`src/rtl/scr1_tcm_arb_pkg.sv`:
```
// Shared memory-interface types and constants for the single-port TCM arbiter.
// Holds the core memif enums, the bus widths and the default starvation limit.
package scr1_tcm_arb_pkg;

  localparam int SCR1_IMEM_AWIDTH = 32;
  localparam int SCR1_IMEM_DWIDTH = 32;
  localparam int SCR1_DMEM_AWIDTH = 32;
  localparam int SCR1_DMEM_DWIDTH = 32;

  localparam int unsigned SCR1_TCM_ARB_STARVE_LIMIT_DFLT = 4;
  localparam int          SCR1_TCM_ARB_CNT_W             = 4;

  typedef enum logic {
    SCR1_MEM_CMD_RD = 1'b0,
    SCR1_MEM_CMD_WR = 1'b1
  } type_scr1_mem_cmd_e;

  typedef enum logic [1:0] {
    SCR1_MEM_WIDTH_BYTE  = 2'b00,
    SCR1_MEM_WIDTH_HWORD = 2'b01,
    SCR1_MEM_WIDTH_WORD  = 2'b10
  } type_scr1_mem_width_e;

  typedef enum logic [1:0] {
    SCR1_MEM_RESP_NOTRDY = 2'b00,
    SCR1_MEM_RESP_RDY_OK = 2'b01,
    SCR1_MEM_RESP_RDY_ER = 2'b10
  } type_scr1_mem_resp_e;

  // Halfwords must sit on even bytes, words on 4-byte boundaries.
  function automatic logic scr1_tcm_arb_misaligned(input type_scr1_mem_width_e width,
                                                   input logic [1:0]           lsb);
    return ((width == SCR1_MEM_WIDTH_HWORD) && lsb[0]) ||
           ((width == SCR1_MEM_WIDTH_WORD)  && (lsb != 2'b00));
  endfunction

endpackage

```
`src/rtl/scr1_tcm_arb_starve_cnt.sv`:
```
// Saturating count of consecutive cycles a requester was held off.
// Cleared whenever the requester is granted or drops its request.
module scr1_tcm_arb_starve_cnt
  import scr1_tcm_arb_pkg::*;
(
  input  logic                          clk,
  input  logic                          rst_n,
  input  logic                          req,
  input  logic                          grant,
  output logic [SCR1_TCM_ARB_CNT_W-1:0] cnt
);

  always_ff @(posedge clk or negedge rst_n) begin
    if (!rst_n) begin
      cnt <= '0;
    end else if (req && !grant) begin
      if (cnt != '1) cnt <= cnt + 1'b1;
    end else begin
      cnt <= '0;
    end
  end

endmodule

```
`src/rtl/scr1_tcm_arb.sv`:
```
// Shares one single-port byte-enabled TCM SRAM between the imem and dmem ports,
// with starvation-protected arbitration, lane steering and 1-cycle responses.
module scr1_tcm_arb
  import scr1_tcm_arb_pkg::*;
#(
  parameter logic [31:0] SCR1_TCM_SIZE = 32'h00010000,
  parameter int unsigned STARVE_LIMIT  = SCR1_TCM_ARB_STARVE_LIMIT_DFLT
) (
  input  logic                                 clk,
  input  logic                                 rst_n,
  input  logic                                 imem_req,
  output logic                                 imem_req_ack,
  input  type_scr1_mem_cmd_e                   imem_cmd,
  input  logic [SCR1_IMEM_AWIDTH-1:0]          imem_addr,
  output logic [SCR1_IMEM_DWIDTH-1:0]          imem_rdata,
  output type_scr1_mem_resp_e                  imem_resp,
  input  logic                                 dmem_req,
  output logic                                 dmem_req_ack,
  input  type_scr1_mem_cmd_e                   dmem_cmd,
  input  type_scr1_mem_width_e                 dmem_width,
  input  logic [SCR1_DMEM_AWIDTH-1:0]          dmem_addr,
  input  logic [SCR1_DMEM_DWIDTH-1:0]          dmem_wdata,
  output logic [SCR1_DMEM_DWIDTH-1:0]          dmem_rdata,
  output type_scr1_mem_resp_e                  dmem_resp,
  output logic                                 sram_en,
  output logic                                 sram_we,
  output logic [3:0]                           sram_be,
  output logic [$clog2(SCR1_TCM_SIZE)-3:0]     sram_addr,
  output logic [31:0]                          sram_wdata,
  input  logic [31:0]                          sram_rdata
);

  localparam int                          TCM_AW     = $clog2(SCR1_TCM_SIZE);
  localparam logic [SCR1_TCM_ARB_CNT_W-1:0] STARVE_CNT = SCR1_TCM_ARB_CNT_W'(STARVE_LIMIT);

  logic [SCR1_TCM_ARB_CNT_W-1:0] imem_wait_cnt;
  logic [SCR1_TCM_ARB_CNT_W-1:0] dmem_wait_cnt;
  logic                          imem_gnt;
  logic                          dmem_gnt;
  logic                          imem_err;
  logic                          dmem_err;
  logic [3:0]                    dmem_be;
  logic [1:0]                    dmem_off_q;
  logic                          unused_imem_lsb;

  assign unused_imem_lsb = ^imem_addr[1:0];

  scr1_tcm_arb_starve_cnt i_imem_starve (
    .clk   (clk),
    .rst_n (rst_n),
    .req   (imem_req),
    .grant (imem_gnt),
    .cnt   (imem_wait_cnt)
  );

  scr1_tcm_arb_starve_cnt i_dmem_starve (
    .clk   (clk),
    .rst_n (rst_n),
    .req   (dmem_req),
    .grant (dmem_gnt),
    .cnt   (dmem_wait_cnt)
  );

  // dmem normally wins; a starved dmem is honoured before a starved imem.
  // rst_n gating drops the strobe immediately when reset asserts mid-access.
  always_comb begin
    imem_gnt = 1'b0;
    dmem_gnt = 1'b0;
    if (rst_n) begin
      if (imem_req && dmem_req) begin
        if (dmem_wait_cnt >= STARVE_CNT)      dmem_gnt = 1'b1;
        else if (imem_wait_cnt >= STARVE_CNT) imem_gnt = 1'b1;
        else                                  dmem_gnt = 1'b1;
      end else begin
        imem_gnt = imem_req;
        dmem_gnt = dmem_req;
      end
    end
  end

  assign imem_req_ack = imem_gnt;
  assign dmem_req_ack = dmem_gnt;

  assign imem_err = (imem_addr >= SCR1_TCM_SIZE) || (imem_cmd == SCR1_MEM_CMD_WR);
  assign dmem_err = (dmem_addr >= SCR1_TCM_SIZE) ||
                    scr1_tcm_arb_misaligned(dmem_width, dmem_addr[1:0]);

  always_comb begin
    sram_wdata = dmem_wdata;
    dmem_be    = 4'b1111;
    case (dmem_width)
      SCR1_MEM_WIDTH_BYTE: begin
        sram_wdata = {4{dmem_wdata[7:0]}};
        dmem_be    = 4'b0001 << dmem_addr[1:0];
      end
      SCR1_MEM_WIDTH_HWORD: begin
        sram_wdata = {2{dmem_wdata[15:0]}};
        dmem_be    = 4'b0011 << {dmem_addr[1], 1'b0};
      end
      default: begin
        sram_wdata = dmem_wdata;
        dmem_be    = 4'b1111;
      end
    endcase
  end

  // Erroring requests are acknowledged but never reach the macro.
  always_comb begin
    sram_en   = 1'b0;
    sram_we   = 1'b0;
    sram_be   = 4'b1111;
    sram_addr = '0;
    if (dmem_gnt) begin
      sram_en   = ~dmem_err;
      sram_we   = ~dmem_err && (dmem_cmd == SCR1_MEM_CMD_WR);
      sram_addr = dmem_addr[TCM_AW-1:2];
      if (dmem_cmd == SCR1_MEM_CMD_WR) sram_be = dmem_be;
    end else if (imem_gnt) begin
      sram_en   = ~imem_err;
      sram_addr = imem_addr[TCM_AW-1:2];
    end
  end

  // Responses follow acceptance by exactly one cycle; byte offset kept for alignment.
  always_ff @(posedge clk or negedge rst_n) begin
    if (!rst_n) begin
      imem_resp  <= SCR1_MEM_RESP_NOTRDY;
      dmem_resp  <= SCR1_MEM_RESP_NOTRDY;
      dmem_off_q <= 2'b00;
    end else begin
      if (imem_gnt) imem_resp <= imem_err ? SCR1_MEM_RESP_RDY_ER : SCR1_MEM_RESP_RDY_OK;
      else          imem_resp <= SCR1_MEM_RESP_NOTRDY;
      if (dmem_gnt) dmem_resp <= dmem_err ? SCR1_MEM_RESP_RDY_ER : SCR1_MEM_RESP_RDY_OK;
      else          dmem_resp <= SCR1_MEM_RESP_NOTRDY;
      if (dmem_gnt) dmem_off_q <= dmem_addr[1:0];
    end
  end

  assign imem_rdata = sram_rdata;
  assign dmem_rdata = sram_rdata >> {dmem_off_q, 3'b000};

endmodule

```
`config.mk`:
```
export PLATFORM = sky130hd
export DESIGN_NAME = scr1_tcm_arb
export DESIGN_NICKNAME = d
export VERILOG_FILES = /design/src/rtl/scr1_tcm_arb_pkg.sv /design/src/rtl/scr1_tcm_arb_starve_cnt.sv /design/src/rtl/scr1_tcm_arb.sv
export SDC_FILE = /design/constraint.sdc
export NUM_CORES = 1
export LEC_CHECK = 0
export ABC_AREA = 1
export BUFFER_PORTS_ARGS = -buffer_cell sky130_fd_sc_hd__buf_2
export CORE_AREA = 2 2 101 103
export DETAILED_ROUTE_END_ITERATION = 16
export DIE_AREA = 0 0 103 105
export SYNTH_ARGS = -nofsm -noshare
export SYNTH_HDL_FRONTEND = slang
export SYNTH_SLANG_ARGS = --single-unit
```
`constraint.sdc`:
```
create_clock -name clk -period 2.31 [get_ports clk]
set_input_delay 0.231 -clock clk [delete_from_list [all_inputs] [get_ports clk]]
set_output_delay 0.231 -clock clk [all_outputs]
set_load 0.01 [all_outputs]
```
Yosys cells after proc, flatten, opt, wreduce, memory -nomap -nowiden
Cells that the tools add are included.
{"block": "totals", "out_inout_bits": 122, "input_bits": 136, "register_bits": 14}
{"block": "classes", "magnitude_cmp": 4, "reduce_logical": 13, "n_eq_ne": 6, "add_sub_neg": 2, "bitwise_logic": 2, "mux": 25, "shifts": 3}
{"op": "$ge 32x17->1 const B", "n": 2}
{"op": "$pmux 32 s2", "n": 1}
{"op": "$shr 32x5->32", "n": 1}
{"op": "$mux 14", "n": 2}
{"op": "$mux 4", "n": 6}
{"op": "$mux 1", "n": 11}
{"op": "$add 4x1->4 const B", "n": 2}
{"op": "$ge 4x3->1 const B", "n": 2}
{"op": "$mux 2", "n": 4}
{"op": "$ne 4x4->1 const B", "n": 2}
{"op": "$pmux 4 s2", "n": 1}
{"op": "$logic_and 1x1->1", "n": 6}
{"op": "$ne 2x2->1 const B", "n": 2}
{"op": "$shl 1x2->4 const A", "n": 1}
{"op": "$shl 2x2->4 const A", "n": 1}
{"op": "$logic_or 1x1->1", "n": 3}
{"op": "$eq 2x1->1 const B", "n": 1}
{"op": "$eq 2x2->1 const B", "n": 1}
{"op": "$logic_not 1->1", "n": 2}
{"op": "$logic_not 2->1", "n": 1}
{"op": "$not 1->1", "n": 2}
{"op": "$reduce_bool 2->1", "n": 1}

Logic depth before layout (Yosys ltp)
Gate-level depths: netlist of run 1.
{"block": "depth", "word_depth": 8, "mapped_depth": 9, "depth_no_buf": 8}

Hierarchy
Synthesis of run 1 repeated with hierarchy kept, for this count alone.
{"block": "hier_totals", "hier_cells": 392, "area_unflattened_um2": 2225.9}
{"module": "scr1_tcm_arb", "area_per_inst_um2": 1798.0, "instances": 1, "cells_per_inst": 338}
{"module": "scr1_tcm_arb_starve_cnt", "area_per_inst_um2": 214.0, "instances": 2, "cells_per_inst": 27}

Least setup slack after synthesis of run 1
OpenSTA, ideal clock, no wires.
{"block": "synth_path", "path_kind": "reg-to-output", "from": "register dmem_off_q[0]", "to": "output dmem_rdata[14]", "stages_incl_launch_ff": 6, "arrival_time_ns": 1.129, "path_buffers": 2, "required_ns": 2.079, "path_slack_ns": 0.950, "cell_sequence": "dfrtp_1 -> buf_2 -> inv_2 -> buf_2 -> nand2_1 -> o21ai_0"}
{"block": "synth_between", "elab_chain_cells": 1}
{"item": "start: declaration", "line_no": "scr1_tcm_arb.sv:43", "rtl": "logic [1:0] dmem_off_q;"}
{"item": "start signal: assignment", "line_no": "scr1_tcm_arb.sv:135", "rtl": "if (dmem_gnt) dmem_off_q <= dmem_addr[1:0];"}
{"item": "$shr 32x5->32", "line_no": "scr1_tcm_arb.sv:140", "rtl": "assign dmem_rdata = sram_rdata >> {dmem_off_q, 3'b000};"}
{"item": "end: declaration", "line_no": "scr1_tcm_arb.sv:23", "rtl": "output logic [SCR1_DMEM_DWIDTH-1:0] dmem_rdata,"}
Every way passes these cells.

Worst setup path in the final report of run 1
{"block": "layout_path", "from": "input rst_n", "to": "output sram_addr[3]"}
{"block": "layout_between", "elab_chain_cells": 3, "elab_cells_between_ends": 4}
{"item": "start: declaration", "line_no": "scr1_tcm_arb.sv:10", "rtl": "input logic rst_n,"}
{"item": "$mux 1", "line_no": "scr1_tcm_arb.sv:69", "rtl": "if (rst_n) begin"}
{"item": "$mux 14", "line_no": "scr1_tcm_arb.sv:118", "rtl": "end else if (imem_gnt) begin"}
{"item": "$mux 14 *", "line_no": "scr1_tcm_arb.sv:113", "rtl": "if (dmem_gnt) begin"}
{"item": "end: declaration", "line_no": "scr1_tcm_arb.sv:28", "rtl": "output logic [$clog2(SCR1_TCM_SIZE)-3:0] sram_addr,"}
Every way passes the cells marked *; elsewhere a longest branch is shown, timed or not.

==> results of run 1 <==
[cells by family (layout without fill, tap and decap cells)]
family / count (synthesis) / after routing / share of synthesized area [%]
compound gates: 62 / 62 / 16.3
xor+xnor: 4 / 4 / 1.63
fa+ha+maj: 2 / 2 / 1.16
buf+inv: 86 / 295 / 23.1
flops: 14 / 14 / 16.3
mux: 7 / 7 / 3.26
simple gates: 203 / 203 / 38.2
[cell usage in the layout (no fill, tap or decap)]
master         synthesis  final
nand4_2                1      1
o32ai_1                1      1
inv_1                 22     22
nand2_4                1      1
o21ai_1                1      1
nand4_1                1      1
dfrtp_1               14     14
nand2_1              132    132
buf_4                 40      6
o21ai_0               22     22
dlygate4sd3_1          0      1
a21oi_1               23     23
or2_0                  1      1
buf_2                  8    255
nor3_1                 3      3
ha_1                   2      2
nand3_1               10     10
and2_0                 1      1
o211ai_1               5      5
nor2_1                48     48
nand3_2                1      1
nand2_2                2      2
xor2_1                 2      2
nor2_2                 1      1
clkbuf_8               0      3
inv_2                  8      8
a22oi_1               10     10
nor3_2                 1      1
mux2i_1                7      7
xnor2_1                2      2
[per-stage QoR]
stage	total power [µW]	cells	hold slack, ns	setup WS, ns	cell area (µm²)
floorplan	726	378	-0.0646	0.950	2150
CTS	1250	720	0.327	0.172	3310
global placement	1050	716	0.0824	0.639	3250
global route	1350	720	0.341	0.0582	3310
detailed placement	1060	716	0.0809	0.633	3250
finish	1240	720	0.323	0.240	3310
[worst min path at each step]
| stage | endpoint | slack, ns | cells past startpoint |
|---|---|---|---|
| 3_3_place_gp | dmem_resp[1] | 0.08 | 1 |
| 6_report | i_imem_starve.cnt[2] | 0.32 | 3 |
| 4_1_cts | i_imem_starve.cnt[2] | 0.33 | 3 |
| 3_5_place_dp | i_dmem_starve.cnt[1] | 0.08 | 1 |
| 5_1_grt | i_imem_starve.cnt[2] | 0.34 | 3 |
| 2_1_floorplan | dmem_off_q[0] | -0.06 | 0 |
[sequential cells by signal (all words and copies together) (netlist names)]
name               count
i_dmem_starve.cnt      4
i_imem_starve.cnt      4
dmem_off_q             2
dmem_resp              2
imem_resp              2
[area by class of cell]
cell class,instances,area (µm²)
flip-flops and latches,14,350
well taps,133,166
inverters,30,113
clock buffers,3,41.3
fillers,1124,6330
multi-input cells,278,1300
repair buffers,262,1330
[where the power goes]
part	internal [µW]	switching (µW)
Sequential	260	11.3
Clock	115	72.6
Combinational	327	451
[critical path, stage by stage]
cell	delay [ns]
dlygate4sd3_1	0.52
buf_2	0.21
nand2_1	0.07
inv_1	0.09
nand2_4	0.10
inv_2	0.27
nand2_1	0.13
nand2_1	0.08
buf_2	0.13
[per-layer routing]
layer | part of all wire [%] | vias up | track usage, %
met5 | 0 | - | 0
met4 | 0.74 | 0 | 2.26
met3 | 7.5 | 4 | 2.68
met2 | 53 | 146 | 28.7
met1 | 39 | 1391 | 16.5
li1 | - | 1586 | -
==> flow_summary.ini, run 1 <==
[outcome]
status = completed

[min_path]
hold_start = imem_req
min_path_type = in -> reg

[worst_setup_path]
crit_arrival_ns = 1.84
reg2reg_to = dmem_resp[1]
criticalPathCategory = in -> out
crit_end = sram_addr[3]
end_kind = output port
r2r_start = i_imem_starve.cnt[3]
cp-start-kind = primary input
crit_start = rst_n
reg2reg_slack_ns = 1.03
cp_max_fo = 17
cp.required_ns = 2.08
worst_r2r_path_depth = 7

[yosys]
synth_fp_nets = 516
synth_commonest_cells = 132 x nand2_1, 48 x nor2_1, 40 x buf_4
avgSynthCellArea_um2 = 5.69
yosysTopAreaCellShare_pct = 23.0
synth_cell_types = 30
yosys_warnings = 0
synthArstFlopShare_pct = 100
ys_top_cells_by_area = nand2_1 23%, dfrtp_1 16%, buf_4 14%
synth.yosys.seq_area_share_pct = 16.3
yosysMostFrequentCell = nand2_1
synth_top_cell_by_area = nand2_1
syn-cell-area_um2 = 2150
syn_inst = 378
synth_edf_count = 0
ys_seq_elements = 14
ys.flop_type = dfrtp_1

[cts]
clockRootBuffer = clkbuf_8
cts_buffer_depth = 2
numClockSinks = 14
cts_made_buffers = 3
htree_levels = 1
cts_resized = 0
cts_tree = built
clk_latency_ns = 0.24
clk_pin_slew_ns = 0.05
cts.hold.buffers_added = 1
cts_setup_buffers = 0

[timing]
grt_setup_unrepaired = false
clock_skew_ns = 0.00199
hold_violations = 0
fin_crit_ns = 2.07
maxSlewHeadroom_pct = 71.6
setup-tns-final_ns = 0
drv_slew = 0
period_share_pct = 89.6
tightest_slew_ns = 0.425
finalSetupViolations = 0
max_freq_mhz = 483

[routing]
vias_per_cell = 4.34
wirelength_um = 8650
first_pass_iters = 4
vias = 3127
wire_per_inst_um = 12.0
ant_nets = 0
drt_iter0_drc = 144
route.detailed.drc = 0

[floorplanning]
die_area_um2 = 10800
die_h_um = 105
row_count = 36
coreArea_um2 = 9640
ios = 258
die_x_um = 103
start_util_pct = 22.3

[power_and_ir_drop]
leakagePower_uw = 0.00205
power_per_cell_area_nw_per_um2 = 374
irDropWorstVdd_uv = 190

[grt]
first_global_vias = 2863
grt_usage_pct = 14.7
grt_antenna_before_repair = 0
grt_max_degree = 43
grt_pass1_wl_um = 13100
grt-ovfl-total = 0

[cells_and_area]
finish.utilization_pct = 34.3
drive_gt1_share_pct = 47.5
antenna_cells = 0
areaGrowthSynthToFinish_pct = 53.6
nNetsFinal = 727

[placed_design]
dpl.hpwl_um = 7430
port_buffers = 255
gp_congestion = 0.904

[flow_run]
cap_violations = 0
No activity file was read; power rests on OpenSTA's default activity.
==> inputs of run 2 (changes only) <==
--- a/config.mk
+++ b/config.mk
@@ -5,11 +5,11 @@
 export SDC_FILE = /design/constraint.sdc
 export NUM_CORES = 1
 export LEC_CHECK = 0
-export ABC_AREA = 1
+export ABC_AREA = 0
 export BUFFER_PORTS_ARGS = -buffer_cell sky130_fd_sc_hd__buf_2
-export CORE_AREA = 2 2 101 103
+export CORE_AREA = 2 2 100 102
 export DETAILED_ROUTE_END_ITERATION = 16
-export DIE_AREA = 0 0 103 105
+export DIE_AREA = 0 0 102 104
 export SYNTH_ARGS = -nofsm -noshare
 export SYNTH_HDL_FRONTEND = slang
 export SYNTH_SLANG_ARGS = --single-unit
==> run 2 against run 1 <==
Against the previous run: maximum frequency decreased by 4.1%; register-to-register slack got worse by 0.27 ns; critical endpoint is now sram_addr[7]; setup slack got worse by 0.087 ns; largest cell class unchanged; combinational power decreased by 4.8%; first-iteration DRC count decreased by 34%; wire length decreased by 3.6%; cell count decreased by 14%; largest power group unchanged; clock-buffer cell count increased by 1.
==> flow_summary.ini, run 2 <==
[outcome]
status = completed

[power_and_ir_drop]
irDropWorstVdd_uv = 198
power_per_cell_area_nw_per_um2 = 377
leakagePower_uw = 0.00184

[cells_and_area]
largestRegisters = i_dmem_starve.cnt: 4 flops, i_imem_starve.cnt: 4 flops
nNetsFinal = 626
seqCellArea_um2 = 350
final_common_cell = buf_2
multiInputGateArea_um2 = 1350
layout_common_cells = 255 x buf_2, 26 x nor2_1, 26 x mux2i_1, 26 x nand2_1, 21 x o21ai_0
fill_cells = 1057
drive_gt1_share_pct = 58.9
areaGrowthSynthToFinish_pct = 58.1
antenna_cells = 0

[min_path]
hold_start = dmem_addr[1]
holdPathStages = 3
min_path_type = in -> reg
whs_endpoint = dmem_off_q[1]

[yosys]
ys_top_cells_by_area = dfrtp_1 17%, buf_4 15%, mux2i_1 12%
synth_fp_nets = 413
yosysTopAreaCellShare_pct = 16.8
syn_inst = 275
synth_top_cell_by_area = dfrtp_1
synth.yosys.seq_area_share_pct = 16.8
yosysMostFrequentCell = buf_4
synthArstFlopShare_pct = 100
synth_cell_types = 34
ys.flop_type = dfrtp_1
syn-cell-area_um2 = 2090
avgSynthCellArea_um2 = 7.59
synth_commonest_cells = 41 x buf_4, 26 x mux2i_1, 26 x nand2_1, 26 x nor2_1, 22 x o21ai_0
yosys_warnings = 0
ys_seq_elements = 14
synth_edf_count = 0

[routing]
dr_wl_met3_um = 750
wl_met2_um = 4460
maxUsedRoutingLayer = met4
route.detailed.drc = 0
vias_per_cell = 4.50
wire_per_inst_um = 13.4
drt_iter0_drc = 95
wl_met1_um = 2940
wirelength_um = 8330
first_pass_iters = 4
ant_nets = 0
vias = 2788

[timing]
clock_skew_ns = 0.00234
max_freq_mhz = 464
maxSlewHeadroom_pct = 67.0
period_share_pct = 93.4
tightest_slew_ns = 0.496
finalSetupViolations = 0
whs_ns = 0.252
drv_slew = 0
grt_setup_unrepaired = false
hold_violations = 0
setup-tns-final_ns = 0
fin_crit_ns = 2.16

[cts]
clk_latency_ns = 0.24
clockRootBuffer = clkbuf_8
numClockSinks = 14
cts_tree = built
cts_made_buffers = 3
htree_levels = 1
cts_buffer_depth = 2
clk_pin_slew_ns = 0.06

[worst_setup_path]
cp.required_ns = 2.08
worst_r2r_path_depth = 6
reg2reg_slack_ns = 0.76
cpLargestDelayFamily = compound AO/OA/AOI/OAI gates
end_kind = output port
slowest_stage = dfrtp_1
crit_arrival_ns = 1.93
cp-start-kind = flop
criticalPathCategory = reg -> out
crit_buf_inv = 3
reg2reg_to = imem_resp[1]
cp_max_fo = 16
cp_slowest_stage_delay_ns = 0.43
cp_cell_sequence = or2_4, o311ai_4, buf_12, inv_4, a22o_1, buf_2
r2r_start = i_dmem_starve.cnt[2]

[floorplanning]
start_util_pct = 21.9
coreArea_um2 = 9550
die_area_um2 = 10600
row_count = 36
die_x_um = 102
ios = 258
die_h_um = 104

[grt]
grt-ovfl-total = 0
grt_pass1_wl_um = 12500
grt_max_degree = 36
first_global_vias = 2681
grt_usage_pct = 14.4
grt_antenna_before_repair = 0

[flow_run]
cap_violations = 0

[placed_design]
dpl.hpwl_um = 7100
port_buffers = 255
gp_congestion = 0.796
-- run 2: how the worst max path moves through the flow --
stage,cells after the start,slack [ns],to,start
final,6,0.15,sram_addr[7],i_dmem_starve.cnt[2]
after global routing,6,0.05,sram_be[0],i_imem_starve.cnt[2]
after CTS,5,0.05,sram_addr[9],i_dmem_starve.cnt[2]
after detailed placement,5,0.32,sram_addr[9],i_dmem_starve.cnt[2]
after global placement,5,0.36,sram_addr[9],i_dmem_starve.cnt[2]
after floorplan,5,0.53,sram_addr[10],i_dmem_starve.cnt[2]
-- run 2: per-stage QoR --
step | setup WS, ns | util, % | total power [µW] | cell area, µm² | std cells
floorplan | 0.532 | - | 689 | 2090 | 275
global placement | 0.357 | 33.6 | 1000 | 3210 | 614
detailed placement | 0.316 | 33.6 | 1010 | 3210 | 614
CTS | 0.0470 | 34.3 | 1260 | 3280 | 619
global route | 0.0457 | 34.6 | 1340 | 3300 | 620
finish | 0.153 | 34.6 | 1240 | 3300 | 620
-- run 2: power breakdown --
group	switching, µW	leakage (µW)	internal, µW	total (µW)
Combinational	398	0.00162	343	741
Clock	87.3	0.0000288	151	238
Sequential	8.85	0.000188	257	266
-- run 2: what timing repair did --
item / CTS / global route
hold buffers: 1 / 0
endpoints found under the hold margin: 14 / 0
resized for setup: 0 / 2
setup buffers: 0 / 1
setup endpoints to repair: 0 / 13
-- run 2: layer usage --
metal	track usage, %	up-vias
met5	0	-
met4	4.95	0
met3	2.76	16
met2	28.9	173
met1	14.0	1239
li1	-	1360
-- run 2: cell families after synthesis --
group           synth area share [%]
mux                             21.1
flops                           16.8
xor+xnor                       0.839
simple gates                    21.9
compound gates                  19.5
fa+ha+maj                       1.20
buf+inv                         18.7
-- run 2: layout make-up --
type,count,area share (%)
sequential,14,10.6
tap,133,5.04
timing repair buffer,264,41.2
clock buffer,4,1.67
inverter,4,0.531
multi-input combinational,201,41.0
-- run 2: tightest hold or removal path, delay by kind of cell --
kind / cells / cell delay, ns
buf+inv: 1 / 0.12
simple gates: 2 / 0.11
==> inputs of run 3 (changes only) <==
==> constraint.sdc (replaced) <==
create_clock -name clk -period 1.78 [get_ports clk]
set_input_delay 0.178 -clock clk [delete_from_list [all_inputs] [get_ports clk]]
set_output_delay 0.178 -clock clk [all_outputs]
set_load 0.01 [all_outputs]
==> run 3 against run 2 <==
Against the previous run: the run now ends with setup timing left; non-clock buffer count grew 14; sequential share of layout area shrank 0.53 points; power is 29% higher; flip-flop and latch count did not move; cell area increased by 5.3%; highest routed layer unchanged.
==> flow_summary.ini, run 3 (synthesis gave the netlist of run 2 again) <==
[outcome]
status = complete, but fails checks
violations = setup timing

[routing]
route.detailed.drc = 0
first_pass_iters = 4
wire_per_inst_um = 13.7
vias_per_cell = 4.55
vias = 2878
ant_nets = 0
wirelength_um = 8650
drt_iter0_drc = 87

[cells_and_area]
final_cell_area_um2 = 3480
fill_cells = 1043
seqCellArea_um2 = 350
areaGrowthSynthToFinish_pct = 66.4
finish.utilization_pct = 36.4
drive_gt1_share_pct = 61.4
final_common_cell = buf_2
layout_common_cells = 252 x buf_2, 26 x nor2_1, 26 x mux2i_1
stdcell_count = 633
nNetsFinal = 640
antenna_cells = 0
multiInputGateArea_um2 = 1380
largestRegisters = i_dmem_starve.cnt: 4 flops, i_imem_starve.cnt: 4 flops

[worst_setup_path]
cp-start-kind = flop
end_kind = output port
cp_max_fo = 16
cp.required_ns = 1.60
criticalPathCategory = reg -> out
crit_arrival_ns = 1.85

[power_and_ir_drop]
intPower_uw = 956
sw_frac_of_total_pct = 40.3
irDropWorstVdd_uv = 190
power_per_cell_area_nw_per_um2 = 461
p_comb_share_pct = 62.3
p_seq_share_pct = 21.6
clkPwrFrac_pct = 16.1
leakagePower_uw = 0.00192
switching_power_uw = 646

[timing]
fin_ws_ns = -0.244
drv_slew = 0
tightest_slew_ns = 0.647
grt_setup_unrepaired = true
period_share_pct = 114
max_freq_mhz = 494
setup-tns-final_ns = -4.09
hold_violations = 0
clock_skew_ns = 0.00311
fin_crit_ns = 2.02
finalSetupViolations = 22
maxSlewHeadroom_pct = 56.8

[grt]
grt_pass1_wl_um = 13000
grt_antenna_before_repair = 0
grt-ovfl-total = 0
grt_usage_pct = 15.0
first_global_vias = 2771
grt_max_degree = 36

[placed_design]
dpl.hpwl_um = 7240
pre_cts_ws_ns = -0.0377
dpl.cell_count = 626
place_area_um2 = 3330
gp_congestion = 0.797
port_buffers = 255

[floorplanning]
die_x_um = 102
coreArea_um2 = 9550
row_count = 36
start_util_pct = 21.9
die_h_um = 104
die_area_um2 = 10600
ios = 258

[cts]
cts_buffer_depth = 2
cts_tree = built
clk_latency_ns = 0.24
numClockSinks = 14
htree_levels = 1
clk_pin_slew_ns = 0.06
clockRootBuffer = clkbuf_8
cts_made_buffers = 3

[min_path]
min_path_type = in -> reg

[flow_run]
cap_violations = 0
run 3: cell count changes in the layout (fill, tap and decap cells not counted), moves of 2 or more:
cell,change
buf_4,+12
buf_2,-3
buf_6,+3
nand2_1,-2
nand2_2,+2
o21ai_0,-2
run 3: final cells by class:
class	instances	share of cell area, %
tap	133	4.79
clock buffer	3	1.19
inverter	4	0.576
multi-input combinational	201	39.8
sequential	14	10.1
timing repair buffer	278	43.6
run 3: worst max-delay path, stage by stage, from the launching register on:
cell and delay [ns]:
dfrtp_1 0.38, or2_4 0.26, o311ai_4 0.40, inv_4 0.16, a22o_1 0.26, buf_2 0.14
run 3: stage by stage:
stage / power (µW) / hold slack, ns
after global placement: 1320 / 0.199
after global routing: 1720 / 0.229
after detailed placement: 1340 / 0.201
after CTS: 1610 / 0.203
after floorplan: 894 / -0.118
final: 1600 / 0.219
run 3: power groups by stage:
stage	Clock, µW	Sequential (µW)	Combinational [µW]
after detailed placement	0	352	984
after global routing	282	348	1090
after CTS	266	347	1000
after global placement	0	352	971
after floorplan	0	348	546
final	257	346	998
run 3: worst paths after layout:
path	slack, ns	from	cells past startpoint	to
min	0.22	dmem_addr[1]	3	dmem_off_q[1]
min in group asynchronous	0.67	rst_n	3	i_imem_starve.cnt[2]
max	-0.24	i_dmem_starve.cnt[2]	5	sram_addr[8]
max reg2reg	0.18	i_dmem_starve.cnt[2]	8	imem_resp[1]
max in group asynchronous	0.69	rst_n	3	i_imem_starve.cnt[3]
min reg2reg	0.58	i_imem_starve.cnt[3]	2	i_imem_starve.cnt[3]
run 3: per-layer routing:
metal	routed length (µm)	GRT usage, %
met1	3090	14.8
met2	4730	31.1
met3	707	2.28
met4	127	3.90
met5	0	0
run 3: repair_timing:
action | 4_1_cts | 5_1_grt
gates cloned | 1 | 0
setup endpoints to repair | 22 | 22
hold endpoints to repair | 14 | 0
pin swaps | 4 | 3
hold buffers | 1 | 0
gates resized for setup | 8 | 10
buffers inserted | 1 | 1
